$ cat src/rtl/alu_decode_stage_if.sv
// alu_decode_stage_if: upstream, flush and execute-side handshake for the decode slot.
interface alu_decode_stage_if #(
    parameter int CNT_W = 16
);
    logic             i_valid;
    logic             o_id_ready;
    logic [31:0]      i_instr;
    logic [31:0]      i_pc;
    logic [31:0]      i_rs1_data;
    logic [31:0]      i_rs2_data;
    logic             i_flush;
    logic             i_ex_ready;
    logic             o_valid;
    logic [3:0]       o_alu_op;
    logic [31:0]      o_op_a;
    logic [31:0]      o_op_b;
    logic [31:0]      o_pc;
    logic [4:0]       o_rd;
    logic             o_rd_we;
    logic             o_illegal;
    logic [CNT_W-1:0] o_issue_cnt;

    modport master (
        output i_valid, i_instr, i_pc, i_rs1_data, i_rs2_data, i_flush, i_ex_ready,
        input  o_id_ready, o_valid, o_alu_op, o_op_a, o_op_b, o_pc, o_rd, o_rd_we,
               o_illegal, o_issue_cnt
    );

    modport slave (
        input  i_valid, i_instr, i_pc, i_rs1_data, i_rs2_data, i_flush, i_ex_ready,
        output o_id_ready, o_valid, o_alu_op, o_op_a, o_op_b, o_pc, o_rd, o_rd_we,
               o_illegal, o_issue_cnt
    );
endinterface

$ cat src/rtl/alu_decode_stage.sv
// alu_decode_stage: decodes RV32I OP/OP-IMM/LUI/AUIPC into ALU op + operands
// and holds the result in a single registered slot toward execute.
module alu_decode_stage #(
    parameter int CNT_W = 16
) (
    input logic               i_clk,
    input logic               i_rst_n,
    alu_decode_stage_if.slave bus
);
    localparam logic [3:0] OP_ADD = 4'h0, OP_SUB = 4'h1, OP_SLT = 4'h2, OP_SLTU = 4'h3,
                           OP_XOR = 4'h4, OP_OR = 4'h5, OP_AND = 4'h6, OP_SLL = 4'h7,
                           OP_SRL = 4'h8, OP_SRA = 4'h9, OP_LUI = 4'hA;
    localparam logic [6:0] OPC_OP = 7'b0110011, OPC_IMM = 7'b0010011,
                           OPC_LUI = 7'b0110111, OPC_AUIPC = 7'b0010111;

    typedef enum logic {EMPTY, FULL} slot_e;

    slot_e            state_q, state_d;
    logic [3:0]       op_q, op_d;
    logic [31:0]      a_q, a_d, b_q, b_d, pc_q, pc_d;
    logic [4:0]       rd_q, rd_d;
    logic             rd_we_q, rd_we_d, illegal_q, illegal_d;
    logic [CNT_W-1:0] cnt_q, cnt_d;

    logic [6:0]  opc, f7;
    logic [2:0]  f3;
    logic [4:0]  rd;
    logic [31:0] upper;
    logic [3:0]  f3_op, dec_op;
    logic [31:0] dec_a, dec_b;
    logic        dec_legal, is_shift, accept;

    assign opc   = bus.i_instr[6:0];
    assign f3    = bus.i_instr[14:12];
    assign f7    = bus.i_instr[31:25];
    assign rd    = bus.i_instr[11:7];
    assign upper = {bus.i_instr[31:12], 12'h0};

    always_comb begin
        f3_op = f3 == 3'b000 ? OP_ADD :
                f3 == 3'b001 ? OP_SLL :
                f3 == 3'b010 ? OP_SLT :
                f3 == 3'b011 ? OP_SLTU :
                f3 == 3'b100 ? OP_XOR :
                f3 == 3'b101 ? OP_SRL :
                f3 == 3'b110 ? OP_OR : OP_AND;
        is_shift  = f3 == 3'b001 || f3 == 3'b101;
        dec_op    = f3_op;
        dec_a     = bus.i_rs1_data;
        dec_b     = bus.i_rs2_data;
        dec_legal = 1'b1;
        case (opc)
            OPC_OP: begin
                // funct7 0x20 is only meaningful for SUB and SRA
                dec_legal = f7 == 7'h00 || (f7 == 7'h20 && (f3 == 3'b000 || f3 == 3'b101));
                dec_op    = f7 == 7'h20 ? (f3 == 3'b000 ? OP_SUB : OP_SRA) : f3_op;
            end
            OPC_IMM: begin
                dec_b     = is_shift ? {27'h0, bus.i_instr[24:20]} : {{20{bus.i_instr[31]}}, bus.i_instr[31:20]};
                dec_legal = !is_shift || f7 == 7'h00 || (f3 == 3'b101 && f7 == 7'h20);
                dec_op    = (is_shift && f3 == 3'b101 && f7 == 7'h20) ? OP_SRA : f3_op;
            end
            OPC_LUI: begin
                dec_op = OP_LUI;
                dec_a  = 32'h0;
                dec_b  = upper;
            end
            OPC_AUIPC: begin
                dec_op = OP_ADD;
                dec_a  = bus.i_pc;
                dec_b  = upper;
            end
            default: dec_legal = 1'b0;
        endcase
        if (!dec_legal) begin
            dec_op = OP_ADD;
            dec_a  = 32'h0;
            dec_b  = 32'h0;
        end
    end

    assign bus.o_id_ready = (state_q == EMPTY || bus.i_ex_ready) && !bus.i_flush;
    assign accept         = bus.i_valid && bus.o_id_ready;

    // Flush wins over accept and drain; a stalled FULL slot keeps its fields.
    always_comb begin
        state_d   = bus.i_flush ? EMPTY : accept ? FULL : bus.i_ex_ready ? EMPTY : state_q;
        op_d      = accept ? dec_op : op_q;
        a_d       = accept ? dec_a : a_q;
        b_d       = accept ? dec_b : b_q;
        pc_d      = accept ? bus.i_pc : pc_q;
        rd_d      = accept ? rd : rd_q;
        rd_we_d   = accept ? dec_legal && rd != 5'd0 : rd_we_q;
        illegal_d = accept ? !dec_legal : illegal_q;
        cnt_d     = cnt_q + CNT_W'(state_q == FULL && bus.i_ex_ready && !bus.i_flush);
    end

    always_ff @(posedge i_clk or negedge i_rst_n) begin
        if (!i_rst_n) begin
            state_q   <= EMPTY;
            op_q      <= 4'h0;
            a_q       <= 32'h0;
            b_q       <= 32'h0;
            pc_q      <= 32'h0;
            rd_q      <= 5'h0;
            rd_we_q   <= 1'b0;
            illegal_q <= 1'b0;
            cnt_q     <= '0;
        end else begin
            state_q   <= state_d;
            op_q      <= op_d;
            a_q       <= a_d;
            b_q       <= b_d;
            pc_q      <= pc_d;
            rd_q      <= rd_d;
            rd_we_q   <= rd_we_d;
            illegal_q <= illegal_d;
            cnt_q     <= cnt_d;
        end
    end

    assign bus.o_valid     = state_q == FULL;
    assign bus.o_alu_op    = op_q;
    assign bus.o_op_a      = a_q;
    assign bus.o_op_b      = b_q;
    assign bus.o_pc        = pc_q;
    assign bus.o_rd        = rd_q;
    assign bus.o_rd_we     = rd_we_q;
    assign bus.o_illegal   = illegal_q;
    assign bus.o_issue_cnt = cnt_q;
endmodule

$ cat src/flat_wrapper.sv
// flat-port wrapper written by rule: the top's interface ports become plain ports
module alu_decode_stage_flat 
#(
    parameter int CNT_W = 16
)
  (i_clk, i_rst_n, bus_i_valid, bus_i_instr, bus_i_pc, bus_i_rs1_data, bus_i_rs2_data, bus_i_flush, bus_i_ex_ready, bus_o_id_ready, bus_o_valid, bus_o_alu_op, bus_o_op_a, bus_o_op_b, bus_o_pc, bus_o_rd, bus_o_rd_we, bus_o_illegal, bus_o_issue_cnt);
  alu_decode_stage_if #(.CNT_W(CNT_W)) bus_i ();
  input logic i_clk;
  input logic i_rst_n;
  input wire logic [$bits(bus_i.i_valid)-1:0] bus_i_valid;
  input wire logic [$bits(bus_i.i_instr)-1:0] bus_i_instr;
  input wire logic [$bits(bus_i.i_pc)-1:0] bus_i_pc;
  input wire logic [$bits(bus_i.i_rs1_data)-1:0] bus_i_rs1_data;
  input wire logic [$bits(bus_i.i_rs2_data)-1:0] bus_i_rs2_data;
  input wire logic [$bits(bus_i.i_flush)-1:0] bus_i_flush;
  input wire logic [$bits(bus_i.i_ex_ready)-1:0] bus_i_ex_ready;
  output wire logic [$bits(bus_i.o_id_ready)-1:0] bus_o_id_ready;
  output wire logic [$bits(bus_i.o_valid)-1:0] bus_o_valid;
  output wire logic [$bits(bus_i.o_alu_op)-1:0] bus_o_alu_op;
  output wire logic [$bits(bus_i.o_op_a)-1:0] bus_o_op_a;
  output wire logic [$bits(bus_i.o_op_b)-1:0] bus_o_op_b;
  output wire logic [$bits(bus_i.o_pc)-1:0] bus_o_pc;
  output wire logic [$bits(bus_i.o_rd)-1:0] bus_o_rd;
  output wire logic [$bits(bus_i.o_rd_we)-1:0] bus_o_rd_we;
  output wire logic [$bits(bus_i.o_illegal)-1:0] bus_o_illegal;
  output wire logic [$bits(bus_i.o_issue_cnt)-1:0] bus_o_issue_cnt;
  assign bus_i.i_valid = bus_i_valid;
  assign bus_i.i_instr = bus_i_instr;
  assign bus_i.i_pc = bus_i_pc;
  assign bus_i.i_rs1_data = bus_i_rs1_data;
  assign bus_i.i_rs2_data = bus_i_rs2_data;
  assign bus_i.i_flush = bus_i_flush;
  assign bus_i.i_ex_ready = bus_i_ex_ready;
  assign bus_o_id_ready = bus_i.o_id_ready;
  assign bus_o_valid = bus_i.o_valid;
  assign bus_o_alu_op = bus_i.o_alu_op;
  assign bus_o_op_a = bus_i.o_op_a;
  assign bus_o_op_b = bus_i.o_op_b;
  assign bus_o_pc = bus_i.o_pc;
  assign bus_o_rd = bus_i.o_rd;
  assign bus_o_rd_we = bus_i.o_rd_we;
  assign bus_o_illegal = bus_i.o_illegal;
  assign bus_o_issue_cnt = bus_i.o_issue_cnt;
  alu_decode_stage #(.CNT_W(CNT_W)) u_core (.i_clk(i_clk), .i_rst_n(i_rst_n), .bus(bus_i));
endmodule
$ cat config.mk
export PLATFORM = sky130hd
export DESIGN_NAME = alu_decode_stage_flat
export DESIGN_NICKNAME = d
export VERILOG_FILES = /design/src/rtl/alu_decode_stage_if.sv /design/src/rtl/alu_decode_stage.sv /design/src/flat_wrapper.sv
export SDC_FILE = /design/constraint.sdc
export NUM_CORES = 1
export LEC_CHECK = 0
export CORE_AREA = 5 5 171 124
export DETAILED_ROUTE_END_ITERATION = 10
export DIE_AREA = 0 0 176 129
export SLEW_MARGIN = 5
export SYNTH_ARGS = -nofsm -noshare
export SYNTH_HDL_FRONTEND = slang
export SYNTH_SLANG_ARGS = --single-unit
$ cat constraint.sdc
create_clock -name i_clk -period 2.2 [get_ports i_clk]
set_clock_uncertainty 0.1 [all_clocks]
set_input_delay 0.44 -clock i_clk [delete_from_list [all_inputs] [get_ports i_clk]]
set_output_delay 0.44 -clock i_clk [all_outputs]
set_load 0.02 [all_outputs]
==> results.md, run 1 <==
* Outcome: complete, no violations
* Die Height at 129 um
* Clock Latency Late Sink at 0.41 ns
* Final #Nets at 965
* Arrival @ worst endpoint at 2.37 ns
* Final setup viols at 0
* P&R area growth vs syn at 68.2%
* Final Max Tran Viols at 0
* IO Pins at 258
* RSZ-0062 raised after global routing: false
* Row count at 43
* Worst-margin pin slew at 0.404 ns
* Synthesized area per cell at 10.7 um2
* Die X at 176 um
* Postcts setup bufs at 0
* Placement-stage worst setup slack at -0.577 ns
* Fraction of layout cells with a size suffix above 1 at 18.5%
* Wire per inst at 18.3 um
* DRC at 0
* Synthesized instance count at 529
* Startpoint types: input pin
* Initial cell density of the core at 29.3%
* Max_cap viols at 0
* Final WS setup at 0.0562 ns
* GRT overflow at 0
* EDFF count, synth at 0
* Final ANT Viol Nets at 0
* Antenna cells at 0
* Top cell type's share of synthesized area at 54.6%
* Reg clk slew, reported paths at 0.06 ns
* Drt pass-1 iters at 5
* First-pass GRT wire length at 31000 um
* FF+latch count, synth at 124
* Distinct cells, synth at 44
* Initial DRC count at 268
* Hold Crit Class: flop to flop
* Final hold vios at 0
* Pwr/cell area at 690 mW/mm2
* Syn Nets at 664
* DR vias/cell at 4.84
* Crit path max fanout at 8
* CP Data Required Time at 2.42 ns
* Leakage at 4.11 nW
* Max Freq at 466 MHz
* Worst slew margin at 73.0%
* Area leader, netlist: dfrtp_1
* CTS Buffer Depth at 2
* Syn Std Cell Area at 0.00568 mm2
* Via count at 5274
* H-tree depth at 4
* VDD IR max at 557 uV
* Clock sink total at 124
* Gpl congestion at 0.834
* Critical path endpoint category: flop
* Synth Flop Type: dfrtp_1
* CTS buffer count at 17
* Tmin final at 2.14 ns
* Hpwl dp at 14900 um
* Top cells by area, synth: dfrtp_1 55%, mux2_2 7.3%, nand2_1 5.7%, a22oi_1 5.6%, o21ai_0 3.8%
* Seq/Total Area, Yosys at 54.6%
* Tcrit/Tclk final at 97.4%
* Initial antenna violation count at 0
* Core Area at 0.0194 mm2
* Synth Warn # at 0
* Setup CP Type: input pin to flop
* Fraction of registers with async set/reset at 100%
* CTS Root Cell: clkbuf_16
* CTS tree: built
* Gr usage total at 17.4%
* Final total power at 6.59 mW
* Vias in the first global route at 5561
* Total wire length at 19900 um
* Largest net degree at the start of global routing at 70
* I/O Buffers at 257
* Full die area at 0.0227 mm2
## Yosys cell counts (all sizes together), types with 2 or more instances
master	number
xor2	5
dfrtp	124
mux2	37
nor2	15
o31ai	8
nor2b	33
ha	2
inv	5
nand3	8
clkbuf	25
nand2	86
a2bb2oi	5
nand4	4
xnor2	11
a22o	5
o21ai	44
nor3	2
nor4	2
a22oi	42
a31oi	35
buf	16
## worst max-delay path, stage by stage
cell             delay, ns
clkdlybuf4s50_1       0.49
and2b_1               0.22
nand3_2               0.09
a31oi_1               0.06
or4b_4                0.65
buf_12                0.20
o31ai_2               0.21
## per-stage QoR
stage          util (%)  TNS, ns  cells  cell area [um2]  hold slack, ns
5_1_grt            49.3        0   1090             9550           0.393
3_3_place_gp       46.1   -34.12   1056             8930           0.360
2_1_floorplan         -        0    529             5680          0.0444
3_5_place_dp       46.1   -38.01   1056             8930           0.370
4_1_cts            49.3        0   1090             9550           0.385
6_report           49.3        0   1090             9550           0.377
## metal layers
layer / wire, um / GRT usage (%) / part of all wire [%] / vias up
li1: - / - / - / 2497
met5: 0 / 0 / 0 / -
met1: 8560 / 22.2 / 43 / 2563
met4: 197 / 4.35 / 0.99 / 0
met2: 9460 / 28.3 / 47 / 195
met3: 1710 / 6.37 / 8.6 / 19
## timing repair
action,in CTS,in global routing
gates resized for setup,13,7
hold buffers,1,0
endpoints found under the setup margin,65,55
hold endpoints to repair,124,0
pin swaps,4,2
cloned,1,0
## state kept, by name, indices dropped and copies added (netlist names)
name,cells
u_core.bus.o_rd,5
u_core.bus.o_valid,1
u_core.bus.o_op_a,32
u_core.bus.o_pc,32
u_core.bus.o_alu_op,4
u_core.bus.o_illegal,1
u_core.bus.o_rd_we,1
u_core.bus.o_issue_cnt,16
u_core.bus.o_op_b,32
## area by class of cell
type                            count  area (um2)
Clock buffer                       19         453
Multi-Input combinational cell    359        2380
Fill cell                        1760        9820
Timing Repair Buffer              323        3170
Sequential cell                   124        3100
Inverter                            5        18.8
Tap cell                          247         309
Clock inverter                     13         116
## final timing paths
path / startpoint / slack (ns) / depth (start not counted) / to
worst max-delay path: bus_i_instr[13] / 0.06 / 7 / u_core.bus.o_op_b[6]$_DFFE_PN0P_
worst min-delay path: u_core.bus.o_op_a[31]$_DFFE_PN0P_ / 0.38 / 2 / u_core.bus.o_op_a[31]$_DFFE_PN0P_
worst max register to register: u_core.bus.o_valid$_DFFE_PN0P_ / 0.16 / 6 / u_core.bus.o_op_b[6]$_DFFE_PN0P_
worst min register to register: u_core.bus.o_op_a[31]$_DFFE_PN0P_ / 0.38 / 2 / u_core.bus.o_op_a[31]$_DFFE_PN0P_
max in group asynchronous: i_rst_n / 1.17 / 3 / u_core.bus.o_pc[10]$_DFFE_PN0P_
min in group asynchronous: i_rst_n / 0.46 / 3 / u_core.bus.o_issue_cnt[6]$_DFF_PN0_
## power by group
group | internal, mW | switching [mW] | leakage (nW)
Combinational | 0.716 | 0.596 | 2.21
Sequential | 2.45 | 0.120 | 1.64
Clock | 1.62 | 1.09 | 0.264
Total | 4.78 | 1.81 | 4.11
## cell families (layout without fill, tap and decap cells)
family	Yosys count	count (layout)	share of synthesized area (%)
mux	37	37	7.34
buf+inv	46	360	4.12
xor+xnor	16	16	2.47
simple gates	157	157	13.1
flops	124	124	54.6
compound gates	147	147	17.9
fa+ha+maj	2	2	0.441
## cell usage in the layout (no fill, tap or decap), types with 2 or more instances in the layout
| cell | count |
|---|---|
| inv_2 | 2 |
| mux2_2 | 37 |
| dfrtp_1 | 124 |
| clkinv_2 | 3 |
| nand3_1 | 7 |
| xor2_1 | 5 |
| clkbuf_8 | 2 |
| inv_6 | 3 |
| dlygate4sd2_1 | 6 |
| clkbuf_16 | 17 |
| clkdlybuf4s50_1 | 249 |
| a22oi_1 | 42 |
| inv_1 | 3 |
| xnor2_1 | 11 |
| buf_6 | 2 |
| nor2_1 | 14 |
| a2bb2oi_1 | 5 |
| o21ai_0 | 40 |
| nand4_1 | 4 |
| nor2b_1 | 33 |
| nand2_1 | 85 |
| o31ai_2 | 6 |
| buf_4 | 56 |
| clkinvlp_4 | 6 |
| buf_12 | 7 |
| o21ai_1 | 3 |
| ha_1 | 2 |
| a22o_1 | 5 |
| a31oi_1 | 34 |
Power figures use the tool's default switching activity.
==> run 2, diff against run 1 <==
--- a/config.mk
+++ b/config.mk
@@ -6,8 +6,10 @@
 export NUM_CORES = 1
 export LEC_CHECK = 0
 export CORE_AREA = 5 5 171 124
+export CTS_CLUSTER_SIZE = 30
 export DETAILED_ROUTE_END_ITERATION = 10
 export DIE_AREA = 0 0 176 129
+export GPL_ROUTABILITY_DRIVEN = 0
 export SLEW_MARGIN = 5
 export SYNTH_ARGS = -nofsm -noshare
 export SYNTH_HDL_FRONTEND = slang
==> results of run 2 <==
Same layout as run 1: the final DEF is identical, and so are final timing and power.
==> run 3, diff against run 2 <==
--- a/config.mk
+++ b/config.mk
@@ -5,11 +5,14 @@
 export SDC_FILE = /design/constraint.sdc
 export NUM_CORES = 1
 export LEC_CHECK = 0
+export CAP_MARGIN = 20
 export CORE_AREA = 5 5 171 124
+export CTS_BUF_LIST = sky130_fd_sc_hd__clkbuf_8
 export CTS_CLUSTER_SIZE = 30
 export DETAILED_ROUTE_END_ITERATION = 10
 export DIE_AREA = 0 0 176 129
 export GPL_ROUTABILITY_DRIVEN = 0
+export PLACE_DENSITY_LB_ADDON = 0.15
 export SLEW_MARGIN = 5
 export SYNTH_ARGS = -nofsm -noshare
 export SYNTH_HDL_FRONTEND = slang
==> run 3 against run 2 <==
Worst setup slack got worse by 0.010 ns. Largest cell class unchanged. Non-clock buffer count increased by 2. Largest power group is now registers. Final cell count barely moved.
==> results.md, run 3 (same netlist as run 1, synthesis figures left out) <==
* Final WS setup at 0.0458 ns
* Max Freq at 464 MHz
* Core Area at 0.0194 mm2
* Final total power at 5.65 mW
* CTS buffer count at 17
* Clock sink total at 124
* CTS Buffer Depth at 2
* GRT overflow at 0
* Post-Layout Cell Count at 1091
* Most frequent cells in the layout: 249 x clkdlybuf4s50_1, 124 x dfrtp_1, 85 x nand2_1
* Row count at 43
* Final Core Density at 48.4%
* Worst-margin pin slew at 0.494 ns
* Reg clk slew, reported paths at 0.07 ns
* Most common cell after layout, fill and taps aside: clkdlybuf4s50_1
* Total wire length at 20000 um
* I/O Buffers at 257
* P&R area growth vs syn at 65.1%
* Final Max Tran Viols at 0
* CTS tree: built
* Cell count after placement at 1054
* Die Height at 129 um
* First-pass GRT wire length at 31400 um
* Critical path endpoint category: flop
* Max_cap viols at 0
* Full die area at 0.0227 mm2
* Initial DRC count at 295
* Clock Latency Late Sink at 0.43 ns
* Largest net degree at the start of global routing at 56
* DRC at 0
* DR vias/cell at 4.77
* Outcome: complete, no violations
* Final ANT Viol Nets at 0
* Placement-stage worst setup slack at -0.540 ns
* R2R Path End: u_core.bus.o_op_b[10]$_DFFE_PN0P_
* VDD IR max at 301 uV
* Final hold vios at 0
* Final #Nets at 967
* Pwr/cell area at 602 mW/mm2
* Final setup viols at 0
* Crit path max fanout at 8
* Hpwl dp at 15300 um
* Gr usage total at 17.6%
* H-tree depth at 4
* Tmin final at 2.15 ns
* Die X at 176 um
* Initial antenna violation count at 1
* Via count at 5206
* Tcrit/Tclk final at 97.9%
* Setup CP Type: input pin to flop
* Wire per inst at 18.3 um
* Antenna cells at 0
* Worst slew margin at 67.0%
* R2R depth at 7
* Hold Crit Class: flop to flop
* FF-to-FF setup slack at 0.10 ns
* Setup tns final at 0 ns
* IO Pins at 258
* Fraction of layout cells with a size suffix above 1 at 18.4%
* Hold Path Depth at 2
* Leakage at 4.07 nW
* Worst hold endpoint: u_core.bus.o_alu_op[2]$_DFFE_PN0P_
* Initial cell density of the core at 29.3%
* Hold Crit Start: u_core.bus.o_alu_op[2]$_DFFE_PN0P_
* CTS Root Cell: clkbuf_8
* CP Data Required Time at 2.43 ns
* Arrival @ worst endpoint at 2.39 ns
* Drt pass-1 iters at 5
* Startpoint types: input pin
* Vias in the first global route at 5651
* Worst flop-to-flop path startpoint: u_core.bus.o_valid$_DFFE_PN0P_
run 3: cell count changes in the layout (fill, tap and decap cells not counted), moves of 2 or more:
cell | before | now
clkbuf_8 | 2 | 19
clkbuf_16 | 17 | 1
dlymetal6s2s_1 | 0 | 5
dlygate4sd2_1 | 6 | 2
a31oi_1 | 34 | 32
a31oi_2 | 1 | 3
clkinv_2 | 3 | 5
inv_1 | 3 | 5
inv_6 | 3 | 1
run 3: worst max-delay path by stage:
| stage | startpoint | endpoint | slack, ns | cells after the start |
|---|---|---|---|---|
| final | bus_i_instr[29] | u_core.bus.o_op_b[10]$_DFFE_PN0P_ | 0.05 | 6 |
| after global routing | bus_i_instr[27] | u_core.bus.o_op_b[10]$_DFFE_PN0P_ | -0.003 | 6 |
| after CTS | bus_i_instr[25] | u_core.bus.o_op_b[10]$_DFFE_PN0P_ | 0.006 | 6 |
| after detailed placement | bus_i_instr[31] | u_core.bus.o_op_a[17]$_DFFE_PN0P_ | -0.54 | 6 |
| after global placement | bus_i_instr[31] | u_core.bus.o_alu_op[3]$_DFFE_PN0P_ | -0.43 | 6 |
| after floorplan | u_core.bus.o_valid$_DFFE_PN0P_ | u_core.bus.o_op_b[10]$_DFFE_PN0P_ | 0.03 | 7 |
run 3: metrics by stage:
step	area [um2]	hold WS, ns
CTS	9300	0.383
detailed placement	8930	0.340
global route	9380	0.376
finish	9380	0.378
global placement	8930	0.335
floorplan	5680	0.0444
run 3: critical path: stages:
cell and delay (ns):
clkdlybuf4s50_1 0.48, nor2_2 0.23, a31oi_2 0.14, or4b_4 0.67, buf_12 0.19, o31ai_2 0.22
run 3: what timing repair did:
action / CTS / global route
hold buffers: 1 / 0
cloned: 0 / 1
endpoints found under the hold margin: 30 / 0
endpoints found under the setup margin: 17 / 67
setup buffers: 3 / 1
resized for setup: 3 / 16
pin swaps: 2 / 5
run 3: layout make-up:
class	instances	area, um2
repair buffers	325	3220
inverters	5	18.8
clock inverters	12	75.1
well taps	247	309
multi-input cells	359	2390
clock buffers	19	262
flip-flops and latches	124	3100
fillers	1772	9990
run 3: per-layer routing:
layer / GRT usage, % / wire (um) / vias to the layer above
met4: 3.39 / 133 / 2
met5: 0 / 13 / -
met2: 27.7 / 9040 / 193
met3: 8.37 / 2010 / 14
li1: - / - / 2494
met1: 22.5 / 8750 / 2503
run 3: report_power, final:
part	switching, mW	leakage (nW)	internal [mW]
logic	0.600	2.27	0.725
registers	0.112	1.64	2.45
clock network	0.943	0.167	0.819
total	1.66	4.07	3.99
